**src/rtl/counter_snapshot_reader.sv**
```systemverilog
// Builds a torn-free 64-bit snapshot from the event counter's 32-bit port.
// It reads the low word atomically, then reads the latched high word, and returns the value and delta on a valid/ready port.
module counter_snapshot_reader #(
    parameter int unsigned ACK_TIMEOUT = 8
) (
    input  logic        clk,
    input  logic        reset_n,
    input  logic        snap_i,
    output logic        req_o,
    output logic        atomic_o,
    input  logic        ack_i,
    input  logic [31:0] count_i,
    output logic        valid_o,
    input  logic        ready_i,
    output logic [63:0] value_o,
    output logic [63:0] delta_o,
    output logic        busy_o,
    output logic        timeout_o
);

    typedef enum logic [2:0] {
        IDLE,
        LO_REQ,
        LO_WAIT,
        HI_REQ,
        HI_WAIT,
        OUT
    } state_t;

    localparam logic [7:0] TIMER_LAST = 8'(ACK_TIMEOUT - 1);

    state_t      state_reg;
    logic [31:0] lo_reg;
    logic [63:0] prev_reg;
    logic        pending_reg;
    logic [7:0]  timer_reg;

    always_ff @(posedge clk or negedge reset_n) begin
        if (!reset_n) begin
            state_reg   <= IDLE;
            req_o       <= 1'b0;
            atomic_o    <= 1'b0;
            valid_o     <= 1'b0;
            busy_o      <= 1'b0;
            timeout_o   <= 1'b0;
            value_o     <= '0;
            delta_o     <= '0;
            lo_reg      <= '0;
            prev_reg    <= '0;
            pending_reg <= 1'b0;
            timer_reg   <= '0;
        end else begin
            req_o     <= 1'b0;
            atomic_o  <= 1'b0;
            timeout_o <= 1'b0;

            // Requests that arrive mid-snapshot collapse into one queued snapshot.
            if (snap_i && (state_reg != IDLE)) begin
                pending_reg <= 1'b1;
            end

            case (state_reg)
                IDLE: begin
                    if (snap_i || pending_reg) begin
                        pending_reg <= 1'b0;
                        state_reg   <= LO_REQ;
                        req_o       <= 1'b1;
                        atomic_o    <= 1'b1;
                        busy_o      <= 1'b1;
                    end
                end
                LO_REQ: begin
                    timer_reg <= '0;
                    state_reg <= LO_WAIT;
                end
                LO_WAIT: begin
                    // If the ack arrives on the expiry cycle, the ack wins over the timeout.
                    if (ack_i) begin
                        lo_reg    <= count_i;
                        state_reg <= HI_REQ;
                        req_o     <= 1'b1;
                    end else if (timer_reg == TIMER_LAST) begin
                        timeout_o <= 1'b1;
                        busy_o    <= 1'b0;
                        state_reg <= IDLE;
                    end else begin
                        timer_reg <= timer_reg + 8'd1;
                    end
                end
                HI_REQ: begin
                    timer_reg <= '0;
                    state_reg <= HI_WAIT;
                end
                HI_WAIT: begin
                    if (ack_i) begin
                        value_o   <= {count_i, lo_reg};
                        delta_o   <= {count_i, lo_reg} - prev_reg;
                        valid_o   <= 1'b1;
                        state_reg <= OUT;
                    end else if (timer_reg == TIMER_LAST) begin
                        timeout_o <= 1'b1;
                        busy_o    <= 1'b0;
                        state_reg <= IDLE;
                    end else begin
                        timer_reg <= timer_reg + 8'd1;
                    end
                end
                OUT: begin
                    if (ready_i) begin
                        prev_reg  <= value_o;
                        valid_o   <= 1'b0;
                        busy_o    <= 1'b0;
                        state_reg <= IDLE;
                    end
                end
                default: begin
                    busy_o    <= 1'b0;
                    state_reg <= IDLE;
                end
            endcase
        end
    end

endmodule

```
**config.mk**
```make
export PLATFORM = sky130hd
export DESIGN_NAME = counter_snapshot_reader
export DESIGN_NICKNAME = d
export VERILOG_FILES = /design/src/rtl/counter_snapshot_reader.sv
export SDC_FILE = /design/constraint.sdc
export NUM_CORES = 1
export LEC_CHECK = 0
export ABC_AREA = 1
export ABC_CLOCK_PERIOD_IN_PS = 2150
export BUFFER_PORTS_ARGS = -buffer_cell sky130_fd_sc_hd__buf_4
export CORE_ASPECT_RATIO = 1.1
export CORE_MARGIN = 2
export CORE_UTILIZATION = 40
export DETAILED_ROUTE_END_ITERATION = 8
export SYNTH_ARGS = -nofsm -noshare
export SYNTH_HDL_FRONTEND = slang
export SYNTH_SLANG_ARGS = --single-unit
```
**constraint.sdc**
```tcl
create_clock -name clk -period 2.15 [get_ports clk]
set_input_delay 0.215 -clock clk [delete_from_list [all_inputs] [get_ports clk]]
set_output_delay 0.215 -clock clk [all_outputs]
set_load 0.05 [all_outputs]
```
==> impl_metrics.yaml <==
timing:
  max_freq_mhz: 481
  rsz0062_at_grt: "true"
  period_share: 0.966
  hold_viol: 0
  fin_tns_setup_ns: 0
  finClkSkew_ns: 0.0398
  setup_viol: 0
  maxSlewViolCount: 0
  slew_headroom: 0.540
  min_period_ns: 2.08
  worst_pin_slew_ns: 0.687
yosys:
  synth_area_leaders: "dfrtp_1, nand2_1, inv_1"
  synth_common_cells: "nand2_1, inv_1, dfrtp_1"
  syn-instance-count: 2286
  synth.cell_area_mm2: 0.0152
  ys.flop_type: "dfrtp_1"
  synth.avg_cell_area_um2: 6.66
  synth_cell_types: 40
  ys_warn_count: 0
  synth.largest_area_cell: "dfrtp_1"
  synth_nets: 2388
  async_reset_ff_frac: 1.00
  synth_top_area_frac: 0.396
  synth_edf_count: 0
  yosysSeqAreaShare: 0.396
  ys_ff_latch: 241
  synth_most_common_cell: "nand2_1"
setup_path:
  crit_top_cell: "nand2_1"
  worstPathArrival_ns: 2.58
  worst_setup_path_end_kind: "flop"
  start_kind: "flop"
  worst-path-buf-inv: 2
  required_ns: 2.66
  crit_path_max_fanout: 5
  path_class: "reg -> reg"
  crit_slowest_cell: "ha_1"
  slowest_delay_ns: 0.36
  crit_family: "simple AND/OR/NAND/NOR gates"
  crit_chain: "inv_1, ha_1, nand2_1, inv_1, nand2_1, nand2_1, nand2_1, nand2_1, a21oi_1, nand3_1, nand2_1, nand3_2, nand2_1"
clock_tree:
  clkTransAtPathRegs_ns: 0.06
  cts_tree: "built"
  h-tree-depth: 1
  cts.path.max_buffers: 3
  cts_buffers: 28
  insertion_delay_ns: 0.60
  clock_sinks: 241
  cts-root-buf: "clkbuf_16"
route:
  wl_per_cell_um: 17.8
  ant_nets: 0
  routed_wl_mm: 57.1
  dr.first_iter.drc_count: 949
  vias_per_cell: 4.87
  drcViolationCount: 0
  num_vias: 15600
  dr.pass1.iters: 5
floorplanning:
  initial_core_util: 0.408
  io_pins: 170
  die-area_mm2: 0.0396
  core_region_area_mm2: 0.0373
  fp.dieW_um: 190
  die_h_um: 209
  rows: 74
global_routing:
  grt_pass1_vias: 15000
  grt_max_degree: 71
  antenna_found_initial: 0
  grt_use_total: 0.284
  grt_overflow: 0
  grt_first_pass_wirelength_mm: 85.3
job:
  maxCapViolCount: 0
outcome:
  status: "finished clean"
hold_path:
  min_path_type: "in -> reg"
placed_design:
  dp_hpwl_mm: 45.0
  portBuffers: 169
  routabilityCongestion: 0.962
finish:
  syn2layout_area_growth_pct: 39.2
  n_antenna_cell: 0
  fin_nets: 2787
  layout-drive-gt1-share: 0.266
  fillers: 3591
[final timing paths]
check	slack, ns	to	cells after the start	from
setup / recovery	0.07	delta_o[51]	13	prev_reg[45]
hold / removal	0.02	lo_reg[17]	4	count_i[17]
setup reg to reg	0.07	delta_o[51]	13	prev_reg[45]
hold reg to reg	0.48	delta_o[40]	2	delta_o[40]
max in group asynchronous	1.27	delta_o[31]	3	reset_n
min in group asynchronous	0.11	timeout_o	2	reset_n
[kinds of logic (layout without fill, tap and decap cells)]
| group | after synthesis | in the layout | synth area share |
|---|---|---|---|
| AOI/OAI and AO/OA | 234 | 234 | 0.0801 |
| and+or+nand+nor | 1194 | 1194 | 0.319 |
| xor gates and xnor gates | 28 | 28 | 0.0161 |
| buffers and inverters | 524 | 944 | 0.135 |
| adders and majority gates | 65 | 65 | 0.0539 |
| DFF | 241 | 241 | 0.396 |
[per-layer routing]
metal / GRT usage / vias to the layer above / share of wire
li1: - / 7688 / -
met1: 0.353 / 7332 / 0.41
met2: 0.499 / 445 / 0.49
met3: 0.0247 / 117 / 0.048
met4: 0.126 / 0 / 0.053
met5: 0 / - / 0
[cell usage in the layout (no fill, tap or decap), types with 7 or more instances in the layout]
master         instances
a21oi_1               31
a21oi_2               20
buf_12                 8
buf_4                379
clkbuf_16             28
clkbuf_8               8
dfrtp_1              239
dlygate4sd3_1         29
ha_1                  15
ha_4                  46
inv_1                451
inv_2                 21
nand2_1              849
nand2_2               60
nand2_4               17
nand3_1               77
nand3_2               18
nand3b_1               8
nand4_1               14
nor2_1                50
nor2_2                46
nor2_4                20
nor3_1                 9
nor3_2                 7
o21ai_0              163
o21ai_1               11
xnor2_1               23
[worst min-delay path, cell delays in order]
cell     delay [ns]
buf_4          0.09
buf_4          0.13
nand2_1        0.06
nand2_1        0.06
[cell type report]
| type | instances | area (um^2) | area share |
|---|---|---|---|
| clock buffer | 42 | 833 | 0.0393 |
| tap | 494 | 618 | 0.0292 |
| sequential | 241 | 6030 | 0.285 |
| timing repair buffer | 419 | 3330 | 0.157 |
| inverter | 474 | 1780 | 0.0842 |
| clock inverter | 9 | 75.1 | 0.00354 |
| multi-input combinational | 1521 | 8510 | 0.402 |
[stage by stage]
| stage | std cells | utilization | hold WS, ns | cell area (um^2) | setup WS [ns] |
|---|---|---|---|---|---|
| final | 3200 | 0.568 | 0.0211 | 21200 | 0.0725 |
| after global routing | 3200 | 0.568 | 0.0338 | 21200 | -0.0570 |
| after global placement | 3110 | 0.497 | 0.146 | 18500 | -0.273 |
| after floorplan | 2286 | - | -0.0806 | 15200 | 0.254 |
| after CTS | 3191 | 0.538 | 0.00518 | 20100 | -0.0325 |
| after detailed placement | 3110 | 0.497 | 0.146 | 18500 | -0.258 |
[what timing repair did]
item                       CTS  global route
pin swaps                    4            34
setup endpoints to repair   40            51
hold endpoints to repair   257             0
hold buffers                29             0
gates resized for setup     80           241
buffers inserted             1             9
Power is not shown: default switching activity piles up to over one toggle a cycle in this logic, so the estimate is an artifact.
